--- config.mk ---
export PLATFORM = sky130hd
export DESIGN_NAME = mux_scan_sequencer
export DESIGN_NICKNAME = d
export VERILOG_FILES = /design/src/rtl/mux_scan_sequencer_pkg.sv /design/src/rtl/mux_scan_sequencer_dwell_timer.sv /design/src/rtl/mux_scan_sequencer.sv
export SDC_FILE = /design/constraint.sdc
export NUM_CORES = 1
export LEC_CHECK = 0
export BUFFER_PORTS_ARGS = -buffer_cell sky130_fd_sc_hd__buf_2
export CELL_PAD_IN_SITES_DETAIL_PLACEMENT = 1
export CELL_PAD_IN_SITES_GLOBAL_PLACEMENT = 1
export CORE_UTILIZATION = 35
export CTS_BUF_LIST = sky130_fd_sc_hd__clkbuf_16
export DETAILED_ROUTE_END_ITERATION = 8
export GPL_TIMING_DRIVEN = 0
export PLACE_DENSITY_LB_ADDON = 0.15
export SLEW_MARGIN = 5
export SYNTH_ARGS = -nofsm -noshare
export SYNTH_HDL_FRONTEND = slang
export SYNTH_SLANG_ARGS = --single-unit
--- constraint.sdc ---
create_clock -name clk -period 3.4 [get_ports clk]
set_clock_uncertainty 0.05 [all_clocks]
set_input_delay 0.17 -clock clk [delete_from_list [all_inputs] [get_ports clk]]
set_output_delay 0.17 -clock clk [all_outputs]
set_load 0.005 [all_outputs]
--- src/rtl/mux_scan_sequencer_pkg.sv ---
// Shared definitions for the multiplexer scan sequencer: state encoding,
// channel count and the channel-to-select mapping.
package mux_scan_sequencer_pkg;

    localparam int unsigned NUM_CH = 4;

    typedef enum logic [1:0] {
        IDLE    = 2'd0,
        SETTLE  = 2'd1,
        CAPTURE = 2'd2,
        DONE    = 2'd3
    } state_t;

    typedef logic [1:0] ch_t;

    // Returns {s0, s1}: s0 carries ch[1], s1 carries ch[0].
    function automatic logic [1:0] ch_to_sel(input ch_t ch);
        return {ch[1], ch[0]};
    endfunction

endpackage

--- src/rtl/mux_scan_sequencer_dwell_timer.sv ---
// Settle counter: counts enabled cycles from zero and flags when the count
// reaches the programmed limit.
module dwell_timer #(
    parameter int unsigned W = 4
) (
    input  logic         clk,
    input  logic         rst_n,
    input  logic         clr,
    input  logic         en,
    input  logic [W-1:0] limit,
    output logic         expired
);

    logic [W-1:0] cnt;

    always_ff @(posedge clk or negedge rst_n) begin
        if (!rst_n) begin
            cnt <= '0;
        end else if (clr) begin
            cnt <= '0;
        end else if (en) begin
            cnt <= cnt + W'(1);
        end
    end

    assign expired = (cnt == limit);

endmodule

--- src/rtl/mux_scan_sequencer.sv ---
// Steps a 4:1 analog/digital mux through all channels, waits a programmable
// settle time on each, captures the returned bit and publishes whole frames.
module mux_scan_sequencer
    import mux_scan_sequencer_pkg::*;
#(
    parameter int unsigned DWELL_W = 4
) (
    input  logic               clk,
    input  logic               rst_n,
    input  logic               start,
    input  logic               cont,
    input  logic               stop,
    input  logic [DWELL_W-1:0] dwell,
    input  logic               mux_out,
    output logic               s0,
    output logic               s1,
    output logic               busy,
    output logic [3:0]         sample,
    output logic               frame_valid
);

    state_t             state, state_nx;
    ch_t                ch, ch_nx;
    logic [DWELL_W-1:0] dwell_q, dwell_nx;
    logic               cont_q, cont_nx;
    logic [3:0]         shadow, shadow_nx;
    logic [3:0]         sample_nx;
    logic               tmr_clr, tmr_en, expired;

    dwell_timer #(.W(DWELL_W)) u_timer (
        .clk     (clk),
        .rst_n   (rst_n),
        .clr     (tmr_clr),
        .en      (tmr_en),
        .limit   (dwell_q),
        .expired (expired)
    );

    always_comb begin
        state_nx  = state;
        ch_nx     = ch;
        dwell_nx  = dwell_q;
        cont_nx   = cont_q;
        shadow_nx = shadow;
        sample_nx = sample;
        tmr_clr   = 1'b1;
        tmr_en    = 1'b0;
        case (state)
            IDLE: begin
                if (start) begin
                    state_nx = SETTLE;
                    ch_nx    = '0;
                    dwell_nx = dwell;
                    cont_nx  = cont;
                end
            end
            SETTLE: begin
                tmr_clr = expired;
                tmr_en  = 1'b1;
                if (expired) begin
                    state_nx = CAPTURE;
                end
            end
            CAPTURE: begin
                shadow_nx[ch] = mux_out;
                if (ch == ch_t'(NUM_CH - 1)) begin
                    state_nx  = DONE;
                    // Publish on DONE entry so sample is stable for the whole pulse.
                    sample_nx = shadow_nx;
                end else begin
                    state_nx = SETTLE;
                    ch_nx    = ch + 2'd1;
                end
            end
            DONE: begin
                ch_nx = '0;
                if (cont_q && !stop) begin
                    state_nx = SETTLE;
                    dwell_nx = dwell;
                end else begin
                    state_nx = IDLE;
                end
            end
            default: state_nx = IDLE;
        endcase
    end

    always_ff @(posedge clk or negedge rst_n) begin
        if (!rst_n) begin
            state       <= IDLE;
            ch          <= '0;
            dwell_q     <= '0;
            cont_q      <= 1'b0;
            shadow      <= '0;
            sample      <= '0;
            {s0, s1}    <= '0;
            busy        <= 1'b0;
            frame_valid <= 1'b0;
        end else begin
            state       <= state_nx;
            ch          <= ch_nx;
            dwell_q     <= dwell_nx;
            cont_q      <= cont_nx;
            shadow      <= shadow_nx;
            sample      <= sample_nx;
            {s0, s1}    <= (state_nx == IDLE) ? 2'b00 : ch_to_sel(ch_nx);
            busy        <= (state_nx != IDLE);
            frame_valid <= (state_nx == DONE);
        end
    end

endmodule

* Yosys cells after proc, flatten, opt, wreduce, memory -nomap -nowiden
Index checks and enable logic that the tools add are counted.
** Storage, ports and cells
- Flip-flop bits (word level) :: 25
- Bits of input ports :: 10
- Output and inout port bits :: 8
- Logic and storage cells :: 53
** Operators by class
- Add/subtract/negate cells :: 2
- $lt $le $gt $ge :: 2
- Equality and inequality tests :: 8
- Mux-type cells :: 19
- Reductions and logical operators :: 11
** Operators with widths (number)
- $mux 4 :: 4
- $mux 2 :: 6
- $eq 2x2->1 const B :: 4
- $pmux 2 s4 :: 1
- $pmux 4 s2 :: 1
- $pmux 2 s3 :: 1
- $reduce_bool 2->1 :: 3
- $add 4x1->4 const B :: 1
- $bwmux 4 :: 1
- $eq 4x4->1 :: 1
- $logic_not 2->1 :: 2
- $mux 1 :: 4
- $ne 2x2->1 const B :: 2
- $reduce_and 2->1 :: 2
- $lt 2x3->1 const B :: 1
- $reduce_and 3->1 :: 1
- $add 2x1->2 const B :: 1
- $demux 1 s2 :: 1
- $eq 2x1->1 const B :: 1
- $ge 2x1->1 const B :: 1
- $logic_and 1x1->1 :: 2
- $logic_not 1->1 :: 1

* Depth between registers and ports, before layout
Gate-level depths: netlist of run 1.
- Depth after elaboration :: 6
- Mapped depth :: 4
- Gate-level depth less buffers :: 3

* Hierarchy
A second synthesis of run 1 with hierarchy kept.
** Second synthesis, totals
- Cells, all modules :: 82
- Area total of the unflattened synthesis :: 1072.3 um^2
** Modules (own cells, without submodules)
- mux_scan_sequencer :: times used 1, cells each 61, area an instance 838.3 um^2, seq. area each 500.5 um^2
- dwell_timer :: times used 1, cells each 21, area an instance 234.0 um^2, seq. area each 100.1 um^2

* Least setup slack after synthesis of run 1
No wires, ideal clock.
- Path kind :: reg-to-reg
- Start :: register state[0]
- End :: register dwell_q[0]
- Library setup time :: 0.125 ns
- Data arrival time :: 1.101 ns
- Data required time :: 3.225 ns
- Path slack :: 2.124 ns
- Cell stages (with the launch flop) :: 4
- Path buffers :: 0
- Period minus slack after synthesis :: 1.276 ns
- Path through :: dfrtp_1 > nand2b_4 > o22ai_4 > mux2_4
** On the way
- Cells in the longest elaborated chain, start to end :: 3
- Elaborated cells on any way between the ends :: 7
- Those cells by class :: eq/ne (3); mux (1); reduce/logical (3)
** Ends and longest elaborated chain
- start: declaration :: line mux_scan_sequencer.sv:22 : state_t state, state_nx;
- start signal: assignment :: line mux_scan_sequencer.sv:100 : state <= state_nx;
- $eq 2x2->1 or $logic_not 2->1 (tied branches) :: line mux_scan_sequencer.sv:48 : case (state)
- $ne 2x2->1 (no line) or $reduce_bool 2->1 (tied branches)
- $reduce_and 3->1 (no line)
- end signal: assignment :: line mux_scan_sequencer.sv:102 : dwell_q <= dwell_nx;
- end: declaration :: line mux_scan_sequencer.sv:24 : logic [DWELL_W-1:0] dwell_q, dwell_nx;
Parallel ways exist; a longest one is shown, timed or not.
A chain may end at the register's enable or synchronous reset.

* Final worst setup path of run 1
- Start :: register state[0]
- End :: register dwell_q[2]
The elaborated chain is that of the path after synthesis.

==> results of run 1 <==
critical path: stages (launching register included):
cell and delay [ns]:
dfrtp_1 0.46, nand2b_4 0.20, o22ai_4 0.23, mux2_4 0.33
layout make-up:
cell class / count / area share, %
Clock inverter: 1 / 0.278
Sequential cell: 24 / 44.4
Timing Repair Buffer: 18 / 7.04
Clock buffer: 3 / 5.56
Buffer: 2 / 1.67
Multi-Input combinational cell: 51 / 36.4
Tap cell: 44 / 4.07
Inverter: 2 / 0.556
registers in the layout, summed over array words and instances (netlist names), 2 cells and up:
register,flops
dwell_q,4
state,2
shadow,3
u_timer.cnt,4
sample,4
ch,2
layout by cell type, fill, tap and decap left out:
cell type	count
nand4b_4	1
o41ai_4	1
a21o_1	1
a21boi_1	1
dlygate4sd3_1	1
clkbuf_16	3
xor2_1	5
o21ai_0	2
a31oi_1	1
dfrtp_1	24
nand2b_4	2
and2b_1	1
a21oi_1	1
inv_1	2
ha_1	1
nand2_1	3
nor3_1	2
buf_2	17
nand3_1	1
nor3b_2	1
o22ai_4	1
nand3b_1	1
nor4_2	1
nor2_1	6
mux2_1	3
nor2b_1	1
clkinv_1	1
buf_6	2
o22ai_1	1
nor2b_2	1
nand2b_1	1
xnor2_1	1
mux2_4	9
nand2_2	1
power by group through the flow:
stage	clock, mW	combinational (mW)	sequential [mW]
floorplan	0	0.340	0.429
global placement	0	0.400	0.441
detailed placement	0	0.416	0.444
CTS	0.265	0.418	0.442
global route	0.279	0.455	0.453
finish	0.255	0.409	0.439
worst max-delay path by stage:
stage | startpoint | depth (start not counted) | slack, ns | end
floorplan | state[0] | 3 | 2.12 | dwell_q[0]
global placement | state[0] | 3 | 2.05 | dwell_q[1]
detailed placement | state[0] | 3 | 2.00 | dwell_q[2]
CTS | state[0] | 3 | 2.00 | dwell_q[2]
global route | state[0] | 3 | 1.95 | dwell_q[2]
finish | state[0] | 3 | 2.02 | dwell_q[2]
kinds of logic after synthesis:
family,count (synthesis),share of synthesized area (%)
buffers and inverters,4,2.68
xor gates and xnor gates,6,4.68
DFF,24,53.5
muxes,12,15.0
and+or+nand+nor,23,14.9
adders and majority gates,1,1.11
AOI/OAI and AO/OA,9,8.03
cells in the mapped netlist (2+ instances only):
cell      instances  area, sq um
dfrtp_1          24          601
mux2_4            9          135
nor2_1            6         22.5
xor2_1            5         43.8
mux2_1            3         33.8
nand2_1           3         11.3
buf_6             2         22.5
inv_1             2         7.51
nand2b_4          2         27.5
nor3_1            2         10.0
o21ai_0           2         10.0
routing by layer:
| metal | vias to the layer above | wire length [microns] | part of all wire (%) | track usage (%) |
|---|---|---|---|---|
| met5 | - | 0 | 0 | 0 |
| met4 | 0 | 46 | 2.4 | 7.14 |
| met3 | 5 | 82 | 4.4 | 2.86 |
| met2 | 18 | 852 | 45 | 21.2 |
| met1 | 335 | 900 | 48 | 17.6 |
| li1 | 320 | - | - | - |
per-stage QoR:
stage	worst slack, ns	util, %
6_report	2.02	44.3
5_1_grt	1.95	44.3
4_1_cts	2.00	44.3
3_5_place_dp	2.00	41.4
3_3_place_gp	2.05	41.4
2_1_floorplan	2.12	-
==> metrics list, run 1 <==
- Total die area: 3440 sq um
* Area growth from synthesis to layout: 20.4%
* Area of the multi-input gates: 492 sq um
* Number of nets in the finished design: around 110
* Area of the placeable core: around 3000 sq um
- Detailed Routing Iterations Pass 1: 3
- HPWL after DPL: 1340 microns
- TritonCTS clock tree: yes
- Outcome: finished, final reports clean
* # IOs: 18
* Distinct cells, synth: 30
- Summing over every cut layer, the via total after detailed routing is approximately 680.
- The number of global-route vias before repair is 701.
* CTS H-Tree Depth: 1
* Part of the total power dissipated in the clock network: 23.1%
- For this design, the sink count on the clock tree is 24.
- Counting flops with a built-in enable in the synthesized netlist gives 0.
* Sum of overflow across all layers after global routing: 0
- The number of nets handed over by synthesis was 90.
- The tightest min-delay check is of the input pin to flip-flop type.
- The average instance in the mapped netlist occupies roughly 14 sq um.
- Hold bufs inserted after CTS: 1
- Post-Syn Instances: 79
* Final number of setup-violating endpoints: 0
- Register-to-Register Path Depth: 3
- In the final layout, flip-flops and latches occupy 601 sq um.
- The cell sitting at the root of the clock tree is a clkbuf_16.
* Final GP Congestion: 0.694
* Fraction of the yosys area taken by sequential cells: 53.5%
* Number of buffers between clock root and the deepest sink: 2
* Ys flop type: dfrtp_1
* Cell area after placement: about 1300 sq um
- Floorplan row count: 20
- Summing every instance area after synthesis gives 1120 sq um.
- Post-DRT Antenna Nets: 0
- Ys async rst share: 100%
- Counting the fill cells in the layout gives between 300 and 400.
* Worst endpoint data arrival time: 1.47 ns
- Number of maximum-capacitance violations: 0
- Total instance count after detailed placement: 140
* Critical path class: flip-flop to flip-flop
* Hold WS: 0.0762 ns
- The path with the worst hold slack has its endpoint at cont_q.
- The number of hold violations in the final report was 0.
- For this design the static power due to leakage is 0.696 nW.
* Post-route cell area: 1350 sq um
* Hold path startpoint: cont
* Clock slew at reported path FFs: 0.06 ns
- Number of cells on the worst hold path: 2
- Relative max-transition margin: 64.6%
- For this design the total switching power over the nets is 368 uW.
- Overall power consumption after layout is estimated at 1.10 mW.
- The post-route netlist has 39.6% of its cells at a drive strength greater than 1.
- The number of antenna violations at the first check in global routing was 0.
* Summed negative setup slack over all endpoints: 0 ns
- During synthesis, Yosys emitted a total of 0 warnings.
* Number of max-slew violations in the final report: 0
* Post-detailed-route via-to-cell ratio: 4.68
- Measured along the x axis, the die boundary spans 58.6 microns.
* PostCTS Resize Cnt: 0
* Post-detailed-route DRC marker count: 0
* First-pass GRT wire length: 3360 microns
- Avg WL per Cell: about 13 microns
- Sum of routed wire length over all layers: 1880 microns
- Static timing analysis puts the maximum clock frequency at 724 MHz.
- Unrepaired setup endpoints after global routing: no
- The worst path in the final design needs a cycle of 1.38 ns, including I/O delays and setup.
- In this run, the combinational gates consume 37.1% of the power.
* Maximum fanout along the worst path: 7
- At the pin with the least slew margin, the transition time is 0.531 ns.
- Net switching is 33.4% of the power.
* Power per cell area: 816 nW/um^2
- Period Utilization, post-route: 40.7%
- Worst R2R End: dwell_q[2]
- Iteration-0 DRC Markers: 13
- Total routing resource utilization after global routing: 13.5%
- Critical path required time: ~3.5 ns
* Latest clock arrival within the worst-skew pair: about 0.26 ns
- Sequential cells burn 39.8% of the power.
- Worst r2r src: state[0]
* Diodes inserted: 0
- Crit path capture type: flip-flop
- Initial Util: 36.8%
* Total CTS buffers: 3
- Excluding fillers, the count of instances in the completed layout stands at 145.
* Die Height: 58.6 microns
- Synthesis inferred 24 register bits.
- The count of buffers added on input and output ports is 17.
- Number of buffers inserted to repair setup after CTS: 0
* Maximum number of pins on one net before global-route repair: 25
* Worst R2R Setup Slack: 2.02 ns
- Max VDD drop: 0.313 mV
- Internal portion of total power: 734 uW
- CP Launch Type: flip-flop
(Power assumes the default switching activity.)
==> run 2: changes to the inputs <==
==> constraint.sdc (replaced) <==
create_clock -name clk -period 1.4 [get_ports clk]
set_clock_uncertainty 0.05 [all_clocks]
set_input_delay 0.07 -clock clk [delete_from_list [all_inputs] [get_ports clk]]
set_output_delay 0.07 -clock clk [all_outputs]
set_load 0.005 [all_outputs]
==> metrics list, run 2 (same netlist as run 1, synthesis figures left out) <==
- HPWL after DPL: 1340 microns
- Avg WL per Cell: 12.9 microns
- For this run, the total global-route usage over all layers was measured as 13.8%.
- Iteration-0 DRC Markers: 13
* Clock slew at reported path FFs: 0.06 ns
- Relative max-transition margin: 64.6%
- The number of antenna violations at the first check in global routing is 0.
- Post-DRT Antenna Nets: 0
- Area of the placeable core: 3050 sq um
- The first global-routing pass estimated ~3500 microns of wire.
* Outcome: finished, final reports clean
- The min-delay analysis places its worst path in the category input pin to flip-flop.
- The root buffer cell chosen for the clock tree is clkbuf_16.
- Worst endpoint data arrival time: 1.43 ns
- Floorplan row count: 20
- 18 I/O pins were placed.
- Number of max-slew violations in the final report: 0
- The slowest stage of the critical path belongs to the cell dfrtp_1.
- Leading cell type in the layout, fill and taps excluded: dfrtp_1
- For the worst flop-to-flop path, the logic depth is 4.
- Cells traversed along the worst timing path: buf_6 -> nand2_2 -> o22ai_4 -> mux2_4
- During placement, the flow inserted port buffers numbering 17.
- Period Utilization, post-route: between 90% and 100%
- Final number of setup-violating endpoints: 0
- Final critical-path required period: 1.34 ns
- The clock passes through at most 2 buffers.
- After global routing, the most crowded layer is met2.
- Tracing the worst setup path back leads to its startpoint at state[1].
- The clock drives 24 sinks.
* Total count of hold-check failures in the final report: 0
- The setup path with the least slack is of type flip-flop to flip-flop.
* Hold WS: 0.0414 ns
- Total CTS buffers: 3
- Comb power frac: a little under two fifths
- Met1 Usage GRT: between 10% and 20%
* Initial Util: 36.8%
- Measured along the x axis, the die boundary spans 58.6 microns.
* Part of the total power dissipated in the clock network: 22.5%
* CP Launch Type: flip-flop
- Global routing finished with a remaining overflow of 0.
- Summed over all nets, the switching power comes to 918 uW.
* CTS H-Tree Depth: 1
- The worst register-to-register path has a setup slack of 0.06 ns.
- Number of nets in the finished design: 120
- Of all nets on the critical path, the largest fanout is 10.
- The worst setup path is captured at a flip-flop.
* Cell area after placement: approximately 1300 sq um
- Critical path required time: around 1.5 ns
- Hold path startpoint: mux_out
- Static timing analysis puts the maximum clock frequency at 748 MHz.
- Total die area: 3440 sq um
- Summed negative setup slack over all endpoints: 0 ns
- Leakage power: 0.729 nW
* Number of global-route vias before repair: 736
* Post-detailed-route DRC marker count: 0
- The most critical setup path has its endpoint at dwell_q[3].
- The top cell types in the final layout, fill and taps aside, are dfrtp_1, buf_2, mux2_4.
- Met2 track utilization from global routing: between 20% and 30%
- The worst register-to-register path ends at dwell_q[3].
* Vias: 700
* Switch share: between 30% and 40%
- Die Height: ~59 microns
* Fraction of final layout cells sized beyond drive strength 1: 42.6%
- Routing usage on met3: under 10%
- In this run the power density over the cells is 1920 nW/um^2.
- 0 antenna diodes ended up in the layout.
- At the pin with the least slew margin, the transition time is 0.531 ns.
- Number of maximum-capacitance violations: 0
- Worst r2r src: state[1]
- The internal power of the cells totals 1.83 mW.
* Maximum number of pins on one net before global-route repair: 25
- VDD sags by at most 0.743 mV.
- Sequential share of power: between 30 and 40%
- Once layout is done, the placed cells without fillers occupy 1430 sq um.
- The layout has 333 filler cells.
- In the routed layout, each cell is associated on average with a via count of ~4.6.
* Area growth from synthesis to layout: 27.5%
* Latest clock arrival within the worst-skew pair: 0.26 ns
- TritonCTS built the clock tree.
- Delay of the slowest cell on the worst path: 0.35 ns
- Wires add up to 1970 microns.
- Detailed Routing Iterations Pass 1: 3
- The largest registers in the layout are dwell_q (4), sample (4), u_timer.cnt (4).
- The congestion estimate from routability-driven global placement came to just under 0.7.
==> run 2: cell types whose count changed in the layout (fill, tap and decap cells not counted), sizes merged <==
cell         delta
dlygate4sd3     +5
buf             +2
==> run 2: metal layers <==
metal / routed length [microns] / part of all wire (%)
met1: 924 / 47
met3: 79 / 4.0
met2: 918 / 47
met4: 46 / 2.3
met5: 0 / 0
==> run 2: how the worst min path moves through the flow <==
stage / slack, ns / to / cells past startpoint
global route: 0.04 / shadow[2] / 2
global placement: 0.03 / shadow[2] / 1
CTS: 0.05 / shadow[2] / 2
floorplan: -0.28 / busy / 0
detailed placement: 0.04 / sample[2] / 1
finish: 0.04 / shadow[2] / 2
==> run 2: worst max-delay path, delay by kind of cell, from the launching register on <==
kind	cells	cell delay, ns
AOI/OAI and AO/OA	1	0.25
buffers and inverters	1	0.17
DFF	1	0.35
and+or+nand+nor	1	0.08
muxes	1	0.32
==> run 2: repair_timing <==
| item | CTS | global route |
|---|---|---|
| hold buffers | 6 | 0 |
| endpoints found under the hold margin | 29 | 0 |
| resized for setup | 0 | 4 |
| setup endpoints to repair | 4 | 8 |
| pin swaps | 1 | 3 |
| setup buffers | 0 | 2 |
==> run 2: cell type report <==
cell class                      count  area (sq um)  area share [%]
Timing Repair Buffer               25           160            11.2
Sequential cell                    24           603            42.1
Multi-Input combinational cell     51           504            35.2
Inverter                            2          7.51           0.524
Tap cell                           44          55.1            3.85
Clock buffer                        3          75.1            5.24
Clock inverter                      1          3.75           0.262
Buffer                              2          22.5            1.57
==> run 2: through the flow <==
step           std cells  utilization (%)  worst slack, ns  power (mW)
6_report             152             46.9           0.0629        2.75
5_1_grt              152             46.9         -0.00397        2.94
4_1_cts              150             45.9           0.0173        2.74
3_5_place_dp         140             41.4          0.00459        2.09
3_3_place_gp         140             41.4           0.0514        2.04
2_1_floorplan         79                -            0.124        1.87
==> run 2: power groups by stage <==
stage / Sequential, mW / Clock, mW / Combinational [mW]
after floorplan: 1.04 / 0 / 0.826
after global placement: 1.07 / 0 / 0.971
after detailed placement: 1.08 / 0 / 1.01
after CTS: 1.07 / 0.643 / 1.02
after global routing: 1.11 / 0.677 / 1.16
final: 1.08 / 0.619 / 1.05
==> run 3: changes to the inputs <==
--- a/config.mk
+++ b/config.mk
@@ -8,7 +8,7 @@
 export BUFFER_PORTS_ARGS = -buffer_cell sky130_fd_sc_hd__buf_2
 export CELL_PAD_IN_SITES_DETAIL_PLACEMENT = 1
 export CELL_PAD_IN_SITES_GLOBAL_PLACEMENT = 1
-export CORE_UTILIZATION = 35
+export CORE_UTILIZATION = 40
 export CTS_BUF_LIST = sky130_fd_sc_hd__clkbuf_16
 export DETAILED_ROUTE_END_ITERATION = 8
 export GPL_TIMING_DRIVEN = 0
@@ -17,3 +17,4 @@
 export SYNTH_ARGS = -nofsm -noshare
 export SYNTH_HDL_FRONTEND = slang
 export SYNTH_SLANG_ARGS = --single-unit
+export TNS_END_PERCENT = 5
==> metrics list, run 3 (same netlist as run 1, synthesis figures left out) <==
- The flow ran to the end, and the final reports show no timing, DRC or antenna violations.
- Cells fill between 50% and 60% of the core in the end.
- The final number of max-transition violations came to 0.
- Final number of setup-violating endpoints: 0
- Sum of overflow across all layers after global routing: 0
* PortBufs: 17
- First-pass GRT wire length: ~3200 microns
- The worst path uses slightly below 100% of the clock period.
* Number of maximum-capacitance violations: 0
* Peak clock frequency supported by timing: 743 MHz
* Number of cells on the worst hold path: 2
- Headroom to the max-slew limit came out at approximately 63%.
- Final critical-path required period: between 1 and 1.5 ns
* Post-DRT Antenna Nets: 0
* Leakage power: 0.730 nW
- Total instance count after detailed placement: 126
- The library cells used most frequently in the layout, excluding fill and tap cells, are dfrtp_1, buf_2, mux2_4.
- For this run, the post-layout net count is 118.
- Of all nets on the critical path, the largest fanout is 7.
- Across all register-to-register paths, the minimum setup slack is 0.05 ns.
- Clock-pin slew was measured on the worst setup and hold paths at around 0.060 ns.
* Chip width: 55.0 microns
* Post-detailed-route DRC marker count: 0
* Total CTS buffers: 3
- Summed negative setup slack over all endpoints: 0 ns
- Count of placed standard cells in the final layout, fillers left out: between 100 and 150
- Die Height: 55.0 microns
* Diodes inserted: 0
- Worst r2r src: state[0]
* Avg WL per Cell: roughly 15 microns
* Total number of clock tree sinks: 24
* Critical path class: flip-flop to flip-flop
- Leading cell type in the layout, fill and taps excluded: dfrtp_1
* CTS H-Tree Depth: 1
* Max VDD drop: 1.18 mV
* HPWL after DPL: roughly 1400 microns
- Final GP Congestion: 0.618
- Unrepaired setup endpoints after global routing: no
- Class of the most critical hold timing path: input pin to flip-flop
* Area growth from synthesis to layout: 27.4%
- In this run the power density over the cells is 2030 nW/um^2.
* Crit path capture type: flip-flop
* Actual slew at the worst max-slew pin: 0.557 ns
- Worst hold endpoint: shadow[0]
* # IOs: 18
* Fill cells: 271
* Initial Util: a little over two fifths
- In this run the core area contains 18 standard-cell rows.
- Maximum number of pins on one net before global-route repair: 25
* TritonCTS clock tree: yes
- Area of the multi-input gates: 507 sq um
- Critical path required time: 1.49 ns
* Fraction of final layout cells sized beyond drive strength 1: 45.3%
- The endpoint identified for the worst register-to-register timing path is dwell_q[0].
* Iteration-0 DRC Markers: 7
* Total count of hold-check failures in the final report: 0
- Counting cells, the worst reg-to-reg path comes to 3.
- Area of the placeable core: roughly 2600 sq um
- No sink is reached through more buffers than the 2 on the longest clock path.
- Global routing used between 10% and 20% of the available tracks.
- At the later pin of the worst-skew pair, clock insertion delay measures ~0.26 ns.
- The worst setup path is launched from a flip-flop.
* Area occupied by registers: 606 sq um
* Regs by FF count: dwell_q (4), sample (4), u_timer.cnt (4)
* Worst endpoint data arrival time: around 1.4 ns
- Number of antenna violations at the first check in global routing: 0
- The root buffer cell chosen for the clock tree is clkbuf_16.
- Hold path startpoint: mux_out
- Total die area: 3020 sq um
* Detailed Routing Iterations Pass 1: 4
- The number of global-route vias before repair is 675.
* Vias: 688
- Dividing the detail-routed via count by the number of cells gives roughly 5.1.
* Sum of routed wire length over all layers: 1990 microns
[run 3: through the flow]
stage	hold WS (ns)	setup WS, ns	power [mW]	instance area, sq um
finish	0.0425	0.0533	2.91	1430
CTS	0.0453	0.0133	2.92	1410
detailed placement	0.0315	0.0289	2.08	1240
floorplan	-0.276	0.124	1.87	1120
global route	0.0585	0.000405	3.08	1430
global placement	0.0256	0.0566	2.04	1240
[run 3: how the worst max path moves through the flow]
stage	startpoint	to	cells after the start
2_1_floorplan	state[0]	dwell_q[0]	3
3_3_place_gp	state[0]	dwell_q[1]	3
3_5_place_dp	state[0]	dwell_q[1]	3
4_1_cts	state[0]	dwell_q[0]	3
5_1_grt	state[0]	dwell_q[0]	3
6_report	state[0]	dwell_q[0]	3
[run 3: worst max-delay path, cell delays in order (launching register included)]
cell	delay, ns
dfrtp_2	0.45
nand2b_4	0.18
o22ai_4	0.22
mux2_4	0.32
[run 3: where the power goes]
group	internal, mW	switching (mW)
sequential	0.915	0.166
combinational	0.509	0.512
clock	0.568	0.237
[run 3: layout make-up]
type | count | share of cell area [%]
clock buffers | 3 | 5.25
plain buffers | 2 | 1.57
well taps | 30 | 2.62
repair buffers | 23 | 10.1
flip-flops and latches | 24 | 42.3
clock inverters | 1 | 2.10
multi-input cells | 51 | 35.4
inverters | 2 | 0.525
[run 3: timing repair]
action	CTS	global route
hold buffers	6	0
endpoints found under the setup margin	0	8
setup buffers	0	0
resized for setup	0	7
hold endpoints to repair	29	0
[run 3: layer usage]
metal / GRT usage, % / vias to the layer above / share of wire [%]
met4: 7.50 / 0 / 1.9
li1: - / 326 / -
met2: 24.9 / 18 / 49
met3: 5.74 / 4 / 3.9
met1: 20.3 / 340 / 45
met5: 0 / - / 0
